===== src/rtl/axi_id_alloc_if.sv =====
// Handshake and ID bundle between the AXI ID allocator and its integrator.
// The allocator takes the slave modport; whoever drives the bus takes the master modport.
interface axi_id_alloc_if #(
  parameter int unsigned SlvIdWidth = 4,
  parameter int unsigned MstIdWidth = 2
);

  logic [SlvIdWidth-1:0] slv_aw_id_i;
  logic                  aw_valid_i;
  logic                  aw_ready_i;
  logic                  aw_avail_o;
  logic [MstIdWidth-1:0] mst_aw_id_o;

  logic [MstIdWidth-1:0] mst_b_id_i;
  logic                  b_valid_i;
  logic                  b_ready_i;
  logic [SlvIdWidth-1:0] slv_b_id_o;

  logic [SlvIdWidth-1:0] slv_ar_id_i;
  logic                  ar_valid_i;
  logic                  ar_ready_i;
  logic                  ar_avail_o;
  logic [MstIdWidth-1:0] mst_ar_id_o;

  logic [MstIdWidth-1:0] mst_r_id_i;
  logic                  r_valid_i;
  logic                  r_ready_i;
  logic                  r_last_i;
  logic [SlvIdWidth-1:0] slv_r_id_o;

  modport slave (
    input  slv_aw_id_i, aw_valid_i, aw_ready_i,
    output aw_avail_o, mst_aw_id_o,
    input  mst_b_id_i, b_valid_i, b_ready_i,
    output slv_b_id_o,
    input  slv_ar_id_i, ar_valid_i, ar_ready_i,
    output ar_avail_o, mst_ar_id_o,
    input  mst_r_id_i, r_valid_i, r_ready_i, r_last_i,
    output slv_r_id_o
  );

  modport master (
    output slv_aw_id_i, aw_valid_i, aw_ready_i,
    input  aw_avail_o, mst_aw_id_o,
    output mst_b_id_i, b_valid_i, b_ready_i,
    input  slv_b_id_o,
    output slv_ar_id_i, ar_valid_i, ar_ready_i,
    input  ar_avail_o, mst_ar_id_o,
    output mst_r_id_i, r_valid_i, r_ready_i, r_last_i,
    input  slv_r_id_o
  );

endinterface


===== src/rtl/axi_id_alloc.sv =====
// Compresses wide slave-port AXI IDs onto a small master-port ID space, one table per direction.
// Defining AXI_ID_ALLOC_ERR_EN adds a sticky err_o flag for releases that hit an empty entry.
module axi_id_alloc #(
  parameter int unsigned SlvIdWidth   = 4,
  parameter int unsigned MstIdWidth   = 2,
  parameter int unsigned MaxTxnsPerId = 4
) (
  input  logic            clk_i,
  input  logic            rst_ni,
`ifdef AXI_ID_ALLOC_ERR_EN
  output logic            err_o,
`endif
  axi_id_alloc_if.slave   bus
);

  localparam int unsigned N        = 1 << MstIdWidth;
  localparam int unsigned CntWidth = $clog2(MaxTxnsPerId + 1);
  localparam int unsigned DirW     = 0;
  localparam int unsigned DirR     = 1;

  typedef logic [SlvIdWidth-1:0] slvId_t;
  typedef logic [MstIdWidth-1:0] mstId_t;
  typedef logic [CntWidth-1:0]   cnt_t;

  localparam cnt_t CntMax = cnt_t'(MaxTxnsPerId);

  slvId_t slvId_q [2][N];
  slvId_t slvId_d [2][N];
  cnt_t   cnt_q   [2][N];
  cnt_t   cnt_d   [2][N];
  logic   lockValid_q [2];
  logic   lockValid_d [2];
  mstId_t lockIdx_q   [2];
  mstId_t lockIdx_d   [2];

  logic   reqValid  [2];
  logic   reqReady  [2];
  slvId_t reqId     [2];
  logic   relFire   [2];
  mstId_t relId     [2];

  logic   matchFound [2];
  mstId_t matchIdx   [2];
  logic   freeFound  [2];
  mstId_t freeIdx    [2];
  mstId_t chosenIdx  [2];
  logic   chosenOk   [2];
  logic   avail      [2];
  logic   allocFire  [2];
  logic   relOk      [2];
  logic   incHit     [2][N];
  logic   decHit     [2][N];

  // Fold both channel pairs onto direction-indexed arrays so one datapath serves both tables.
  always_comb begin
    reqValid[DirW] = bus.aw_valid_i;
    reqReady[DirW] = bus.aw_ready_i;
    reqId[DirW]    = bus.slv_aw_id_i;
    relFire[DirW]  = bus.b_valid_i & bus.b_ready_i;
    relId[DirW]    = bus.mst_b_id_i;
    reqValid[DirR] = bus.ar_valid_i;
    reqReady[DirR] = bus.ar_ready_i;
    reqId[DirR]    = bus.slv_ar_id_i;
    relFire[DirR]  = bus.r_valid_i & bus.r_ready_i & bus.r_last_i;
    relId[DirR]    = bus.mst_r_id_i;
  end

  // Index selection: a held request keeps its lock; otherwise reuse the live entry for the
  // same slave ID so ordering is preserved, else the lowest free entry.
  // Availability only looks at registered state, so releases never reach avail combinationally.
  always_comb begin
    for (int d = 0; d < 2; d++) begin
      matchFound[d] = 1'b0;
      matchIdx[d]   = '0;
      freeFound[d]  = 1'b0;
      freeIdx[d]    = '0;
      for (int i = 0; i < int'(N); i++) begin
        if (cnt_q[d][i] != '0 && slvId_q[d][i] == reqId[d]) begin
          matchFound[d] = 1'b1;
          matchIdx[d]   = mstId_t'(i);
        end
        if (cnt_q[d][i] == '0 && !freeFound[d]) begin
          freeFound[d] = 1'b1;
          freeIdx[d]   = mstId_t'(i);
        end
      end

      if (lockValid_q[d]) begin
        chosenIdx[d] = lockIdx_q[d];
        chosenOk[d]  = 1'b1;
      end else if (matchFound[d]) begin
        chosenIdx[d] = matchIdx[d];
        chosenOk[d]  = 1'b1;
      end else begin
        chosenIdx[d] = freeIdx[d];
        chosenOk[d]  = freeFound[d];
      end

      avail[d]     = chosenOk[d] && (cnt_q[d][chosenIdx[d]] < CntMax);
      allocFire[d] = reqValid[d] && reqReady[d] && avail[d];
`ifdef AXI_ID_ALLOC_ERR_EN
      relOk[d]     = relFire[d] && (cnt_q[d][relId[d]] != '0);
`else
      relOk[d]     = relFire[d];
`endif

      lockValid_d[d] = !allocFire[d] && reqValid[d] && chosenOk[d];
      lockIdx_d[d]   = lockValid_d[d] ? chosenIdx[d] : '0;

      for (int i = 0; i < int'(N); i++) begin
        incHit[d][i]  = allocFire[d] && (chosenIdx[d] == mstId_t'(i));
        decHit[d][i]  = relOk[d] && (relId[d] == mstId_t'(i));
        slvId_d[d][i] = incHit[d][i] ? reqId[d] : slvId_q[d][i];
        cnt_d[d][i]   = cnt_q[d][i] + cnt_t'(incHit[d][i]) - cnt_t'(decHit[d][i]);
      end
    end
  end

  always_ff @(posedge clk_i or negedge rst_ni) begin
    if (!rst_ni) begin
      for (int d = 0; d < 2; d++) begin
        lockValid_q[d] <= 1'b0;
        lockIdx_q[d]   <= '0;
        for (int i = 0; i < int'(N); i++) begin
          slvId_q[d][i] <= '0;
          cnt_q[d][i]   <= '0;
        end
      end
    end else begin
      for (int d = 0; d < 2; d++) begin
        lockValid_q[d] <= lockValid_d[d];
        lockIdx_q[d]   <= lockIdx_d[d];
        for (int i = 0; i < int'(N); i++) begin
          slvId_q[d][i] <= slvId_d[d][i];
          cnt_q[d][i]   <= cnt_d[d][i];
        end
      end
    end
  end

`ifdef AXI_ID_ALLOC_ERR_EN
  logic err_q;
  logic err_d;

  // Sticky until reset: any release that lands on an empty entry.
  always_comb begin
    err_d = err_q | (relFire[DirW] & ~relOk[DirW]) | (relFire[DirR] & ~relOk[DirR]);
  end

  always_ff @(posedge clk_i or negedge rst_ni) begin
    if (!rst_ni) begin
      err_q <= 1'b0;
    end else begin
      err_q <= err_d;
    end
  end

  assign err_o = err_q;
`endif

  assign bus.aw_avail_o  = avail[DirW];
  assign bus.mst_aw_id_o = chosenIdx[DirW];
  assign bus.slv_b_id_o  = slvId_q[DirW][bus.mst_b_id_i];
  assign bus.ar_avail_o  = avail[DirR];
  assign bus.mst_ar_id_o = chosenIdx[DirR];
  assign bus.slv_r_id_o  = slvId_q[DirR][bus.mst_r_id_i];

endmodule


===== src/flat_wrapper.sv =====
// flat-port wrapper written by rule: the top's interface ports become plain ports
module axi_id_alloc_flat 
#(
  parameter int unsigned SlvIdWidth   = 4,
  parameter int unsigned MstIdWidth   = 2,
  parameter int unsigned MaxTxnsPerId = 4
)
  (clk_i, rst_ni, bus_slv_aw_id_i, bus_aw_valid_i, bus_aw_ready_i, bus_aw_avail_o, bus_mst_aw_id_o, bus_mst_b_id_i, bus_b_valid_i, bus_b_ready_i, bus_slv_b_id_o, bus_slv_ar_id_i, bus_ar_valid_i, bus_ar_ready_i, bus_ar_avail_o, bus_mst_ar_id_o, bus_mst_r_id_i, bus_r_valid_i, bus_r_ready_i, bus_r_last_i, bus_slv_r_id_o);
  axi_id_alloc_if #(.SlvIdWidth(SlvIdWidth), .MstIdWidth(MstIdWidth)) bus_i ();
  input  logic clk_i;
  input  logic rst_ni;
  input wire logic [$bits(bus_i.slv_aw_id_i)-1:0] bus_slv_aw_id_i;
  input wire logic [$bits(bus_i.aw_valid_i)-1:0] bus_aw_valid_i;
  input wire logic [$bits(bus_i.aw_ready_i)-1:0] bus_aw_ready_i;
  output wire logic [$bits(bus_i.aw_avail_o)-1:0] bus_aw_avail_o;
  output wire logic [$bits(bus_i.mst_aw_id_o)-1:0] bus_mst_aw_id_o;
  input wire logic [$bits(bus_i.mst_b_id_i)-1:0] bus_mst_b_id_i;
  input wire logic [$bits(bus_i.b_valid_i)-1:0] bus_b_valid_i;
  input wire logic [$bits(bus_i.b_ready_i)-1:0] bus_b_ready_i;
  output wire logic [$bits(bus_i.slv_b_id_o)-1:0] bus_slv_b_id_o;
  input wire logic [$bits(bus_i.slv_ar_id_i)-1:0] bus_slv_ar_id_i;
  input wire logic [$bits(bus_i.ar_valid_i)-1:0] bus_ar_valid_i;
  input wire logic [$bits(bus_i.ar_ready_i)-1:0] bus_ar_ready_i;
  output wire logic [$bits(bus_i.ar_avail_o)-1:0] bus_ar_avail_o;
  output wire logic [$bits(bus_i.mst_ar_id_o)-1:0] bus_mst_ar_id_o;
  input wire logic [$bits(bus_i.mst_r_id_i)-1:0] bus_mst_r_id_i;
  input wire logic [$bits(bus_i.r_valid_i)-1:0] bus_r_valid_i;
  input wire logic [$bits(bus_i.r_ready_i)-1:0] bus_r_ready_i;
  input wire logic [$bits(bus_i.r_last_i)-1:0] bus_r_last_i;
  output wire logic [$bits(bus_i.slv_r_id_o)-1:0] bus_slv_r_id_o;
  assign bus_i.slv_aw_id_i = bus_slv_aw_id_i;
  assign bus_i.aw_valid_i = bus_aw_valid_i;
  assign bus_i.aw_ready_i = bus_aw_ready_i;
  assign bus_aw_avail_o = bus_i.aw_avail_o;
  assign bus_mst_aw_id_o = bus_i.mst_aw_id_o;
  assign bus_i.mst_b_id_i = bus_mst_b_id_i;
  assign bus_i.b_valid_i = bus_b_valid_i;
  assign bus_i.b_ready_i = bus_b_ready_i;
  assign bus_slv_b_id_o = bus_i.slv_b_id_o;
  assign bus_i.slv_ar_id_i = bus_slv_ar_id_i;
  assign bus_i.ar_valid_i = bus_ar_valid_i;
  assign bus_i.ar_ready_i = bus_ar_ready_i;
  assign bus_ar_avail_o = bus_i.ar_avail_o;
  assign bus_mst_ar_id_o = bus_i.mst_ar_id_o;
  assign bus_i.mst_r_id_i = bus_mst_r_id_i;
  assign bus_i.r_valid_i = bus_r_valid_i;
  assign bus_i.r_ready_i = bus_r_ready_i;
  assign bus_i.r_last_i = bus_r_last_i;
  assign bus_slv_r_id_o = bus_i.slv_r_id_o;
  axi_id_alloc #(.SlvIdWidth(SlvIdWidth), .MstIdWidth(MstIdWidth), .MaxTxnsPerId(MaxTxnsPerId)) u_core (.clk_i(clk_i), .rst_ni(rst_ni), .bus(bus_i));
endmodule

===== config.mk =====
export PLATFORM = sky130hd
export DESIGN_NAME = axi_id_alloc_flat
export DESIGN_NICKNAME = d
export VERILOG_FILES = /design/src/rtl/axi_id_alloc_if.sv /design/src/rtl/axi_id_alloc.sv /design/src/flat_wrapper.sv
export SDC_FILE = /design/constraint.sdc
export NUM_CORES = 1
export LEC_CHECK = 0
export ABC_AREA = 1
export BUFFER_PORTS_ARGS = -buffer_cell sky130_fd_sc_hd__buf_4
export CAP_MARGIN = 5
export CORE_ASPECT_RATIO = 0.75
export CORE_MARGIN = 2
export CORE_UTILIZATION = 47
export CTS_CLUSTER_DIAMETER = 40
export DETAILED_ROUTE_END_ITERATION = 10
export PLACE_DENSITY = 0.7
export SLEW_MARGIN = 20
export SYNTH_ARGS = -nofsm -noshare
export SYNTH_HDL_FRONTEND = slang
export SYNTH_SLANG_ARGS = --single-unit

===== constraint.sdc =====
create_clock -name clk_i -period 6.95 [get_ports clk_i]
set_input_delay 0.695 -clock clk_i [delete_from_list [all_inputs] [get_ports clk_i]]
set_output_delay 0.695 -clock clk_i [all_outputs]
set_load 0.01 [all_outputs]

==> results.toml <==
[run_status]
outcome = "completed"

[global_routing]
grt_pass1_vias = 3374
grt_usage_pct = 22.4
grt_max_degree = 63
grt-ovfl-total = 0
antenna_found_initial = 0
grt_pass1_wl_mm = 17.2

[final_layout]
multi_input_area_sq_um = 2290
fillers = 847
diodes = 0
layout.nets = 643
seq_area_sq_um = 1550
drive_above_1_share_pct = 15.1
area_growth_pct = 11.7

[clocking]
ctsResizeCount = 0
clkLatencyLatePin_ps = 340
cts_buffer_depth = 2
postCtsSetupRepairBufs = 0
cts_root_buf = "clkbuf_16"
clkTransAtPathRegs_ps = 50
hold_buffers = 0
numCtsBuffers = 9
cts_tree = "yes"
clock_sinks = 62
h-tree-depth = 3

[synthesis]
synth_seq_area_share_pct = 35.6
ys.flop_type = "dfrtp_1"
netlist_instances = 567
synth.distinct_cells = 33
syn_area_sq_um = 4350
yosys_warnings = 0
synth_area_per_cell_sq_um = 7.68
synth_seq_cells = 62
yosysTopAreaCell = "dfrtp_1"
synthTopCellsByArea = "dfrtp_1 36%, nand2_1 14%, inv_1 7.1%"
synth.net_count = 614
netlist.area_leader.share_pct = 35.6
async_reset_ff_share_pct = 100
synthTopCellsByCount = "159 x nand2_1, 82 x inv_1, 62 x dfrtp_1, 50 x nor2_1, 36 x nand4_1"
post-synth-top-count-cell = "nand2_1"
synth_edf_count = 0

[placement]
port_buffers = 36
gp_congestion = 0.939
dp_hpwl_mm = 7.87

[sta]
worstMarginPinSlew_ps = 947
maxSlewViolCount = 0
whs_ps = 448
slew_headroom_pct = 36.8
hold_violations = 0
post-route-period-util_pct = 51.8
fin_tns_setup_ps = 0
setup_viol = 0
layout_min_cycle_time_ps = 3600
max_freq_ghz = 0.278
rsz0062_at_grt = "no"
fin_skew_ps = 9.27

[floorplanning]
io_pins = 37
die_h_um = 87.4
rows = 30
coreArea_sq_um = 9010
start_util_pct = 48.3
die_area_sq_um = 10100
dieWidth_um = 115

[detailed_routing]
drt_first_pass_iters = 5
wl_per_cell_um = 14.6
viasPerCell = 5.30
drc_errors = 0
vias = 3764
drtIter0Drc = 341
routed_wl_mm = 10.4
postRouteAntennaNets = 0

[worst_setup_path]
cp.arrival_ps = 3820
cp-start-kind = "input pin"
cp_data_required_time_ps = 7170
critPathMaxFanout = 22
crit_type = "in -> reg"
setup.worst_path.end_class = "register"

[power_and_ir_drop]
ir_drop_v = 0.000216
powerDensity_nw_per_um2 = 498
p_leak_nw = 2.61
total_power_mw = 2.42

[hold_path]
min_path_type = "in -> async"

[run]
maxCapViolations = 0
kinds of logic (layout without fill, tap and decap cells):
logic type               count (synthesis)  after routing  share of synthesized area, %
adder cells (fa/ha/maj)                 24             24                          8.28
buffers and inverters                  110            141                          11.8
AO/OA/AOI/OAI                           24             24                          3.88
AND/OR/NAND/NOR                        316            316                          34.2
XOR/XNOR                                31             31                          6.24
flip-flops                              62             62                          35.6
worst paths after layout:
kind                                     from            endpoint  slack, ps  cells past startpoint
setup / recovery           bus_slv_aw_id_i[1]    u_core.cnt_q[17]       3350                     19
hold / removal                         rst_ni  u_core.slvId_q[12]        450                      1
setup reg to reg             u_core.cnt_q[13]    u_core.cnt_q[17]       3410                     19
hold reg to reg              u_core.cnt_q[10]    u_core.cnt_q[11]        460                      1
max in group asynchronous              rst_ni  u_core.slvId_q[20]       5970                      1
min in group clk_i           u_core.cnt_q[10]    u_core.cnt_q[11]        460                      1
power by group:
group | total (mW) | switching (mW) | internal [mW]
combinational | 1.33 | 0.852 | 0.475
sequential | 0.683 | 0.153 | 0.530
clock | 0.413 | 0.160 | 0.253
total | 2.42 | 1.16 | 1.26
sequential cells by signal, summed over array words and instances, names as in the netlist:
name and cells:
u_core.cnt_q 24, u_core.lockIdx_q 4, u_core.lockValid_q 2, u_core.slvId_q 32
per-stage QoR:
step                      utilization (%)  cells  area (sq um)  worst slack [ps]
after global routing                 54.0    710          4860              2940
after detailed placement             51.1    697          4600              3040
final                                54.0    710          4860              3350
after global placement               51.1    697          4600              3190
after CTS                            54.0    710          4860              3380
after floorplan                         -    567          4350              3920
area by class of cell:
class                           instances  share of cell area [%]
Clock buffer                           11                    5.20
Clock inverter                          2                   0.206
Sequential cell                        62                    31.9
Tap cell                              112                    2.88
Timing Repair Buffer                   36                    5.56
Inverter                               92                    7.20
Multi-Input combinational cell        395                    47.1
metal layers:
metal	vias to the layer above	global-route usage (%)	share of wire [%]	wire, um
li1	1852	-	-	-
met1	1765	35.9	51	5320
met2	137	29.1	40	4140
met3	10	5.78	8.0	827
met4	0	6.24	0.99	103
met5	-	0	0	0
worst max-delay path, stage by stage:
cell	delay, ps
buf_4	150
inv_2	50
nand2_1	50
nand2_1	50
nor2_1	200
nand3_1	120
nand2_1	100
nor2_1	50
nand2_1	70
nand2_2	100
nand4_1	120
nand3_1	90
nor2_2	720
nand3_1	350
inv_1	130
ha_1	150
inv_1	50
fa_1	410
xnor2_1	140
cell usage in the layout (no fill, tap or decap), types with 4 or more instances in the layout:
| master | count |
|---|---|
| xor2_1 | 5 |
| inv_2 | 8 |
| nand3_1 | 32 |
| nand4_1 | 36 |
| nand2_2 | 10 |
| nor2_1 | 50 |
| fa_1 | 8 |
| dfrtp_1 | 62 |
| xnor2_1 | 26 |
| buf_4 | 36 |
| nor2_2 | 7 |
| nand3_4 | 4 |
| clkbuf_16 | 9 |
| a21oi_1 | 5 |
| nor3_1 | 6 |
| o211ai_1 | 5 |
| a22oi_1 | 8 |
| inv_1 | 82 |
| ha_1 | 16 |
| nand2_1 | 159 |
Power figures use the tool's default switching activity.
